File: config.mk
export PLATFORM = sky130hd
export DESIGN_NAME = vfp_config_axil_master
export DESIGN_NICKNAME = d
export VERILOG_FILES = /design/src/rtl/vfp_config_axil_master.sv
export SDC_FILE = /design/constraint.sdc
export NUM_CORES = 1
export LEC_CHECK = 0
export ABC_AREA = 1
export ABC_CLOCK_PERIOD_IN_PS = 1880
export BUFFER_PORTS_ARGS = -buffer_cell sky130_fd_sc_hd__buf_4
export CAP_MARGIN = 40
export CORE_ASPECT_RATIO = 0.5
export CORE_MARGIN = 5
export CORE_UTILIZATION = 43
export DETAILED_ROUTE_END_ITERATION = 10
export HOLD_SLACK_MARGIN = 0.1
export PLACE_DENSITY = 0.83
export SLEW_MARGIN = 20
export SYNTH_ARGS = -nofsm -noshare
export SYNTH_HDL_FRONTEND = slang
export SYNTH_SLANG_ARGS = --single-unit
File: constraint.sdc
create_clock -name vfpconfig_aclk -period 1.88 [get_ports vfpconfig_aclk]
set_input_delay 0.564 -clock vfpconfig_aclk [delete_from_list [all_inputs] [get_ports vfpconfig_aclk]]
set_output_delay 0.564 -clock vfpconfig_aclk [all_outputs]
set_load 0.05 [all_outputs]
File: src/rtl/vfp_config_axil_master.sv
`default_nettype none
// ============================================================================
// Module   : vfp_config_axil_master
// Purpose  : AXI4-Lite initiator for the VFP video-configuration register
//            port. Turns a single-outstanding command/response interface
//            into AXI4-Lite write and read transactions. Reports the
//            response code and read data, and flags a slave that stalls.
// Ports    : vfpconfig_aclk / vfpconfig_aresetn - clock, async active-low reset
//            cmd_*      - command request (valid/ready, write, addr, data, strobes)
//            rsp_*      - one-cycle completion pulse with read data and resp code
//            timeout    - high while the current transaction has waited too long
//            vfpconfig_aw*/w*/b*/ar*/r* - AXI4-Lite master channels
// Revision : 1.0 - initial release
// ============================================================================
module vfp_config_axil_master #(
    parameter int C_vfpConfig_DATA_WIDTH = 32,
    parameter int C_vfpConfig_ADDR_WIDTH = 8,
    parameter int TIMEOUT_CYCLES         = 1024
) (
    input  logic                                  vfpconfig_aclk,
    input  logic                                  vfpconfig_aresetn,
    // command / response interface
    input  logic                                  cmd_valid,
    output logic                                  cmd_ready,
    input  logic                                  cmd_write,
    input  logic [C_vfpConfig_ADDR_WIDTH-1:0]     cmd_addr,
    input  logic [C_vfpConfig_DATA_WIDTH-1:0]     cmd_wdata,
    input  logic [C_vfpConfig_DATA_WIDTH/8-1:0]   cmd_wstrb,
    output logic                                  rsp_valid,
    output logic [C_vfpConfig_DATA_WIDTH-1:0]     rsp_rdata,
    output logic [1:0]                            rsp_resp,
    output logic                                  timeout,
    // AXI4-Lite write address channel
    output logic [C_vfpConfig_ADDR_WIDTH-1:0]     vfpconfig_awaddr,
    output logic [2:0]                            vfpconfig_awprot,
    output logic                                  vfpconfig_awvalid,
    input  logic                                  vfpconfig_awready,
    // AXI4-Lite write data channel
    output logic [C_vfpConfig_DATA_WIDTH-1:0]     vfpconfig_wdata,
    output logic [C_vfpConfig_DATA_WIDTH/8-1:0]   vfpconfig_wstrb,
    output logic                                  vfpconfig_wvalid,
    input  logic                                  vfpconfig_wready,
    // AXI4-Lite write response channel
    input  logic [1:0]                            vfpconfig_bresp,
    input  logic                                  vfpconfig_bvalid,
    output logic                                  vfpconfig_bready,
    // AXI4-Lite read address channel
    output logic [C_vfpConfig_ADDR_WIDTH-1:0]     vfpconfig_araddr,
    output logic [2:0]                            vfpconfig_arprot,
    output logic                                  vfpconfig_arvalid,
    input  logic                                  vfpconfig_arready,
    // AXI4-Lite read data channel
    input  logic [C_vfpConfig_DATA_WIDTH-1:0]     vfpconfig_rdata,
    input  logic [1:0]                            vfpconfig_rresp,
    input  logic                                  vfpconfig_rvalid,
    output logic                                  vfpconfig_rready
);

    localparam int         c_DW = C_vfpConfig_DATA_WIDTH;
    localparam int         c_AW = C_vfpConfig_ADDR_WIDTH;
    localparam int         c_SW = C_vfpConfig_DATA_WIDTH / 8;
    localparam logic [15:0] c_TIMEOUT_LIMIT = 16'(TIMEOUT_CYCLES);
    localparam logic [15:0] c_CNT_MAX       = 16'hFFFF;

    localparam logic [2:0] c_S_IDLE  = 3'd0;
    localparam logic [2:0] c_S_WADDR = 3'd1;
    localparam logic [2:0] c_S_WRESP = 3'd2;
    localparam logic [2:0] c_S_RADDR = 3'd3;
    localparam logic [2:0] c_S_RDATA = 3'd4;

    logic [2:0]      state_q,     state_d;
    logic            cmd_ready_q, cmd_ready_d;
    logic            awvalid_q,   awvalid_d;
    logic            wvalid_q,    wvalid_d;
    logic            bready_q,    bready_d;
    logic            arvalid_q,   arvalid_d;
    logic            rready_q,    rready_d;
    logic            rsp_valid_q, rsp_valid_d;
    logic [c_DW-1:0] rsp_rdata_q, rsp_rdata_d;
    logic [1:0]      rsp_resp_q,  rsp_resp_d;
    logic            timeout_q,   timeout_d;
    logic [15:0]     wait_cnt_q,  wait_cnt_d;
    logic [c_AW-1:0] addr_q,      addr_d;
    logic [c_DW-1:0] wdata_q,     wdata_d;
    logic [c_SW-1:0] wstrb_q,     wstrb_d;

    // Handshake terms
    logic w_accept;
    logic w_aw_hs;
    logic w_w_hs;
    logic w_aw_done;
    logic w_w_done;
    logic w_b_hs;
    logic w_ar_hs;
    logic w_r_hs;

    assign w_accept  = (state_q == c_S_IDLE) && cmd_valid && cmd_ready_q;
    assign w_aw_hs   = awvalid_q && vfpconfig_awready;
    assign w_w_hs    = wvalid_q  && vfpconfig_wready;
    // A channel counts as done if it already handshook or handshakes now,
    // which lets AW and W complete in either order or together.
    assign w_aw_done = !awvalid_q || w_aw_hs;
    assign w_w_done  = !wvalid_q  || w_w_hs;
    assign w_b_hs    = (state_q == c_S_WRESP) && bready_q && vfpconfig_bvalid;
    assign w_ar_hs   = arvalid_q && vfpconfig_arready;
    assign w_r_hs    = (state_q == c_S_RDATA) && rready_q && vfpconfig_rvalid;

    // ------------------------------------------------------------------
    // State and output registers
    // ------------------------------------------------------------------
    always_ff @(posedge vfpconfig_aclk or negedge vfpconfig_aresetn) begin
        if (!vfpconfig_aresetn) begin
            state_q     <= c_S_IDLE;
            cmd_ready_q <= 1'b1;
            awvalid_q   <= 1'b0;
            wvalid_q    <= 1'b0;
            bready_q    <= 1'b0;
            arvalid_q   <= 1'b0;
            rready_q    <= 1'b0;
            rsp_valid_q <= 1'b0;
            rsp_rdata_q <= '0;
            rsp_resp_q  <= 2'b00;
            timeout_q   <= 1'b0;
            wait_cnt_q  <= 16'd0;
            addr_q      <= '0;
            wdata_q     <= '0;
            wstrb_q     <= '0;
        end else begin
            state_q     <= state_d;
            cmd_ready_q <= cmd_ready_d;
            awvalid_q   <= awvalid_d;
            wvalid_q    <= wvalid_d;
            bready_q    <= bready_d;
            arvalid_q   <= arvalid_d;
            rready_q    <= rready_d;
            rsp_valid_q <= rsp_valid_d;
            rsp_rdata_q <= rsp_rdata_d;
            rsp_resp_q  <= rsp_resp_d;
            timeout_q   <= timeout_d;
            wait_cnt_q  <= wait_cnt_d;
            addr_q      <= addr_d;
            wdata_q     <= wdata_d;
            wstrb_q     <= wstrb_d;
        end
    end

    // ------------------------------------------------------------------
    // Next-state logic
    // ------------------------------------------------------------------
    always_comb begin
        state_d = state_q;
        case (state_q)
            c_S_IDLE: begin
                if (w_accept) begin
                    state_d = cmd_write ? c_S_WADDR : c_S_RADDR;
                end
            end
            c_S_WADDR: begin
                if (w_aw_done && w_w_done) begin
                    state_d = c_S_WRESP;
                end
            end
            c_S_WRESP: begin
                if (w_b_hs) begin
                    state_d = c_S_IDLE;
                end
            end
            c_S_RADDR: begin
                if (w_ar_hs) begin
                    state_d = c_S_RDATA;
                end
            end
            c_S_RDATA: begin
                if (w_r_hs) begin
                    state_d = c_S_IDLE;
                end
            end
            default: begin
                state_d = c_S_IDLE;
            end
        endcase
    end

    // ------------------------------------------------------------------
    // Output / datapath next values (all outputs leave from registers)
    // ------------------------------------------------------------------
    always_comb begin
        cmd_ready_d = (state_d == c_S_IDLE);
        bready_d    = (state_d == c_S_WRESP);
        arvalid_d   = (state_d == c_S_RADDR);
        rready_d    = (state_d == c_S_RDATA);

        // AW and W valids are tracked separately because their
        // handshakes are independent.
        awvalid_d = awvalid_q;
        wvalid_d  = wvalid_q;
        if (w_accept && cmd_write) begin
            awvalid_d = 1'b1;
            wvalid_d  = 1'b1;
        end else begin
            if (w_aw_hs) begin
                awvalid_d = 1'b0;
            end
            if (w_w_hs) begin
                wvalid_d = 1'b0;
            end
        end

        rsp_valid_d = w_b_hs || w_r_hs;
        rsp_rdata_d = rsp_rdata_q;
        rsp_resp_d  = rsp_resp_q;
        if (w_b_hs) begin
            rsp_rdata_d = '0;
            rsp_resp_d  = vfpconfig_bresp;
        end else if (w_r_hs) begin
            rsp_rdata_d = vfpconfig_rdata;
            rsp_resp_d  = vfpconfig_rresp;
        end

        addr_d     = addr_q;
        wdata_d    = wdata_q;
        wstrb_d    = wstrb_q;
        wait_cnt_d = wait_cnt_q;
        if (w_accept) begin
            addr_d     = cmd_addr;
            wdata_d    = cmd_wdata;
            wstrb_d    = cmd_wstrb;
            wait_cnt_d = 16'd0;
        end else if ((state_q != c_S_IDLE) && (wait_cnt_q != c_CNT_MAX)) begin
            wait_cnt_d = wait_cnt_q + 16'd1;
        end

        // Gated by the next state so the flag drops together with the
        // completion pulse when the FSM returns to IDLE.
        timeout_d = (state_d != c_S_IDLE) && (wait_cnt_d >= c_TIMEOUT_LIMIT);
    end

    assign cmd_ready         = cmd_ready_q;
    assign rsp_valid         = rsp_valid_q;
    assign rsp_rdata         = rsp_rdata_q;
    assign rsp_resp          = rsp_resp_q;
    assign timeout           = timeout_q;
    assign vfpconfig_awaddr  = addr_q;
    assign vfpconfig_awprot  = 3'b000;
    assign vfpconfig_awvalid = awvalid_q;
    assign vfpconfig_wdata   = wdata_q;
    assign vfpconfig_wstrb   = wstrb_q;
    assign vfpconfig_wvalid  = wvalid_q;
    assign vfpconfig_bready  = bready_q;
    assign vfpconfig_araddr  = addr_q;
    assign vfpconfig_arprot  = 3'b000;
    assign vfpconfig_arvalid = arvalid_q;
    assign vfpconfig_rready  = rready_q;

endmodule
`default_nettype wire

==> out/metrics.csv <==
stage,metric,value,unit
floorplanning,die_x,154.0,um
power_and_ir_drop,combPwrFrac,48.8,%
detailed_routing,finalWirelength,12220,um
grt,grt_pass1_wl,19220,um
clock_network,cts-root-buf,clkbuf_16,
cells_and_area,synthToLayoutAreaGrowth,39.64,%
detailed_routing,drt_pass1_iterations,4,
power_and_ir_drop,p_switching,4.606,mW
grt,grt_pass1_vias,3947,
cells_and_area,final_core_util,61.37,%
power_and_ir_drop,pwr-share-clk,17.7,%
cells_and_area,fin_nets,749,
sta,slew_violations,0,
synthesis,syn_inst,481,
clock_network,htreeDepth,3,
placed_design,dp_hpwl,9186,um
detailed_routing,ant_nets,0,
power_and_ir_drop,internal_power,5.195,mW
sta,finalSetupViolCount,0,
synthesis,synth_most_common_cell,nand2_1,
floorplanning,die_y,82.02,um
placed_design,numPortBuffers,182,
worst_setup_path,worstPathMaxFanout,15,
sta,finalCritPeriodShare,93.61,%
worst_setup_path,cpPeakStageDelay,400,ps
worst_setup_path,slowest_stage,dfrtp_1,
synthesis,syn_area,4461,um^2
sta,max_clock_freq,568.2,MHz
power_and_ir_drop,p_per_area,1574,nW/um^2
synthesis,yosys-top-cells-area,"dfrtp_1, nand2_1, a22o_1, buf_4, inv_1",
sta,final.setup.tns,0,ps
synthesis,yosys.cell_types.count,30,
floorplanning,io-pin-count,189,
grt,grt_usage,19.18,%
detailed_routing,vias,3875,
detailed_routing,drt-initial-drc-count,216,
worst_setup_path,critPathArrivalTime,1990,ps
grt,antenna_found_initial,0,
worst_setup_path,crit_top_cell,nand2_1,
status,run_status,"finished, final reports clean",
power_and_ir_drop,p_leak,3.420,nW
synthesis,avgSynthCellArea,9.273,um^2
clock_network,cts.path.max_buffers,2,
detailed_routing,post_drt_wl_per_cell,15.23,um
floorplanning,placeableCoreArea,10150,um^2
power_and_ir_drop,switching_share,47.00,%
detailed_routing,drc_errors,0,
synthesis,ys_seq_elements,105,
floorplanning,initial_core_util,43.95,%
floorplanning,die_area,12630,um^2
clock_network,cts_tree,yes,
power_and_ir_drop,ir_drop,1.092,mV
sta,period_minus_slack,1760,ps
synthesis,synth-async-reset-ratio,100.0,%
clock_network,cts_buffers,9,
detailed_routing,routed_via_density,4.832,
synthesis,synth-edff-count,0,
run,max-cap-violations,0,
synthesis,ys.flop_type,dfrtp_1,
cells_and_area,num_antenna_cells,0,
synthesis,synth_top_area_share,58.35,%
worst_setup_path,end_kind,flop,
synthesis,post-synth-top-area-cell,dfrtp_1,
placed_design,place.gp.congestion,0.8124,
worst_setup_path,startpoint_type,flop,
sta,hold_violations,0,
sta,grt_setup_unrepaired,false,
synthesis,synth_commonest_cells,"nand2_1, dfrtp_1, a22o_1",
sta,hold_ws,180.5,ps
synthesis,ys_seq_area_share,58.93,%
cells_and_area,drive_gt1_share,35.95,%
floorplanning,rows,26,
clock_network,clock-sinks,105,
worst_setup_path,worstSetupPathType,reg2reg,
worst_setup_path,cp_cell_sequence,"ha_2, inv_1, nor2_2, nand2_1, nand2_2, nand2_4, nand2_1, nor2_2, nand2_1, nand2_1, o21ba_2",
clock_network,postCtsHoldBufs,0,
worst_setup_path,cp_data_required_time,2110,ps
clock_network,clkTransAtPathRegs,60,ps
synthesis,ys_warn_count,0,
power_and_ir_drop,power_frac_seq,33.4,%
grt,grt_max_degree,51,
grt,grt-ovfl-total,0,
clock_network,clk_latency,340,ps
sta,fin_skew,4.583,ps
hold_path,min_path_type,in2async,
[worst max-delay path: cells and delay by family (launching register included)]
family	cells	cell delay (ps)
fa+ha+maj	1	220
compound gates	1	160
simple gates	8	800
buf+inv	1	70
flops	1	400
[per-stage QoR]
stage / area, um^2 / setup WS (ps) / total power [mW] / cells
CTS: 6213 / 88.86 / 9.850 / 801
global placement: 5943 / 183.9 / 7.974 / 787
detailed placement: 5943 / 95.53 / 8.085 / 787
finish: 6228 / 120.0 / 9.801 / 802
global route: 6228 / 0.4723 / 10.30 / 802
floorplan: 4479 / 237.8 / 6.643 / 486
[area by class of cell]
type	count	area, um^2
Timing Repair Buffer	194	1494
Inverter	33	123.9
Multi-Input combinational cell	316	1536
Fill cell	864	3921
Sequential cell	105	2629
Clock inverter	3	17.52
Clock buffer	11	252.7
Tap cell	140	175.2
[layout by cell type, fill, tap and decap left out]
master	count
a21oi_1	8
inv_2	5
a211oi_1	1
conb_1	6
nand4_1	3
nand3_1	16
nand2_4	3
buf_12	3
o2111ai_2	1
nand3_2	2
inv_1	28
nor3_1	5
nand2_1	194
clkbuf_16	9
clkinvlp_4	1
dfstp_2	1
o21ba_2	1
nor2_2	6
a22o_1	32
nand2_2	3
nor2_4	3
o22ai_1	1
a21oi_2	3
nor3_2	1
ha_2	1
o21ai_0	7
clkbuf_8	2
dfrtp_1	104
o21ai_1	1
clkinv_2	2
nor2_1	18
buf_4	191
[metal layers]
metal,up-vias,global-route usage [%],part of all wire [%]
met5,-,0,0
met4,0,8.458,2.6
met2,86,35.43,56
li1,1868,-,-
met3,27,4.000,3.2
met1,1894,22.02,38
[what timing repair did]
action | in CTS | in global routing
setup buffers | 0 | 1
setup endpoints to repair | 0 | 4
resized for setup | 0 | 3
[sequential cells by signal, indices dropped and copies added (netlist names)]
register,flops
rsp_rdata,32
vfpconfig_awvalid,1
cmd_ready,1
vfpconfig_bready,1
vfpconfig_wdata,32
wait_cnt_q,16
rsp_valid,1
vfpconfig_araddr,8
vfpconfig_wvalid,1
vfpconfig_wstrb,4
vfpconfig_rready,1
vfpconfig_arvalid,1
rsp_resp,2
state_q,3
timeout,1
[cell families (layout without fill, tap and decap cells)]
group / count (synthesis) / after routing / share of synthesized area [%]
flip-flops: 105 / 105 / 58.93
buffers and inverters: 65 / 241 / 7.209
other: 1 / 6 / 0.08407
AND/OR/NAND/NOR: 254 / 254 / 23.96
adder cells (fa/ha/maj): 1 / 1 / 0.2805
AO/OA/AOI/OAI: 55 / 55 / 9.537
[power groups by stage]
stage	combinational [mW]	clock, mW	sequential, mW
floorplan	1.60	0	5.05
global route	5.08	1.86	3.36
global placement	4.68	0	3.29
detailed placement	4.78	0	3.30
finish	4.79	1.74	3.28
CTS	4.79	1.78	3.28
[path summary, 6_finish.rpt]
path	start	end	slack [ps]	cells after the start
setup / recovery	wait_cnt_q[0]$_DFF_PN0_	wait_cnt_q[5]$_DFF_PN0_	120	11
hold / removal	vfpconfig_aresetn	vfpconfig_wdata[2]$_DFFE_PN0N_	180	1
setup reg to reg	wait_cnt_q[0]$_DFF_PN0_	wait_cnt_q[5]$_DFF_PN0_	120	11
hold reg to reg	vfpconfig_wdata[24]$_DFFE_PN0N_	vfpconfig_wdata[24]$_DFFE_PN0N_	470	2
max in group asynchronous	vfpconfig_aresetn	vfpconfig_wstrb[0]$_DFFE_PN0N_	1170	2
min in group vfpconfig_aclk	vfpconfig_wready	vfpconfig_wvalid$_DFFE_PN0P_	400	2
Note: power is estimated with default switching activity, not from simulation.
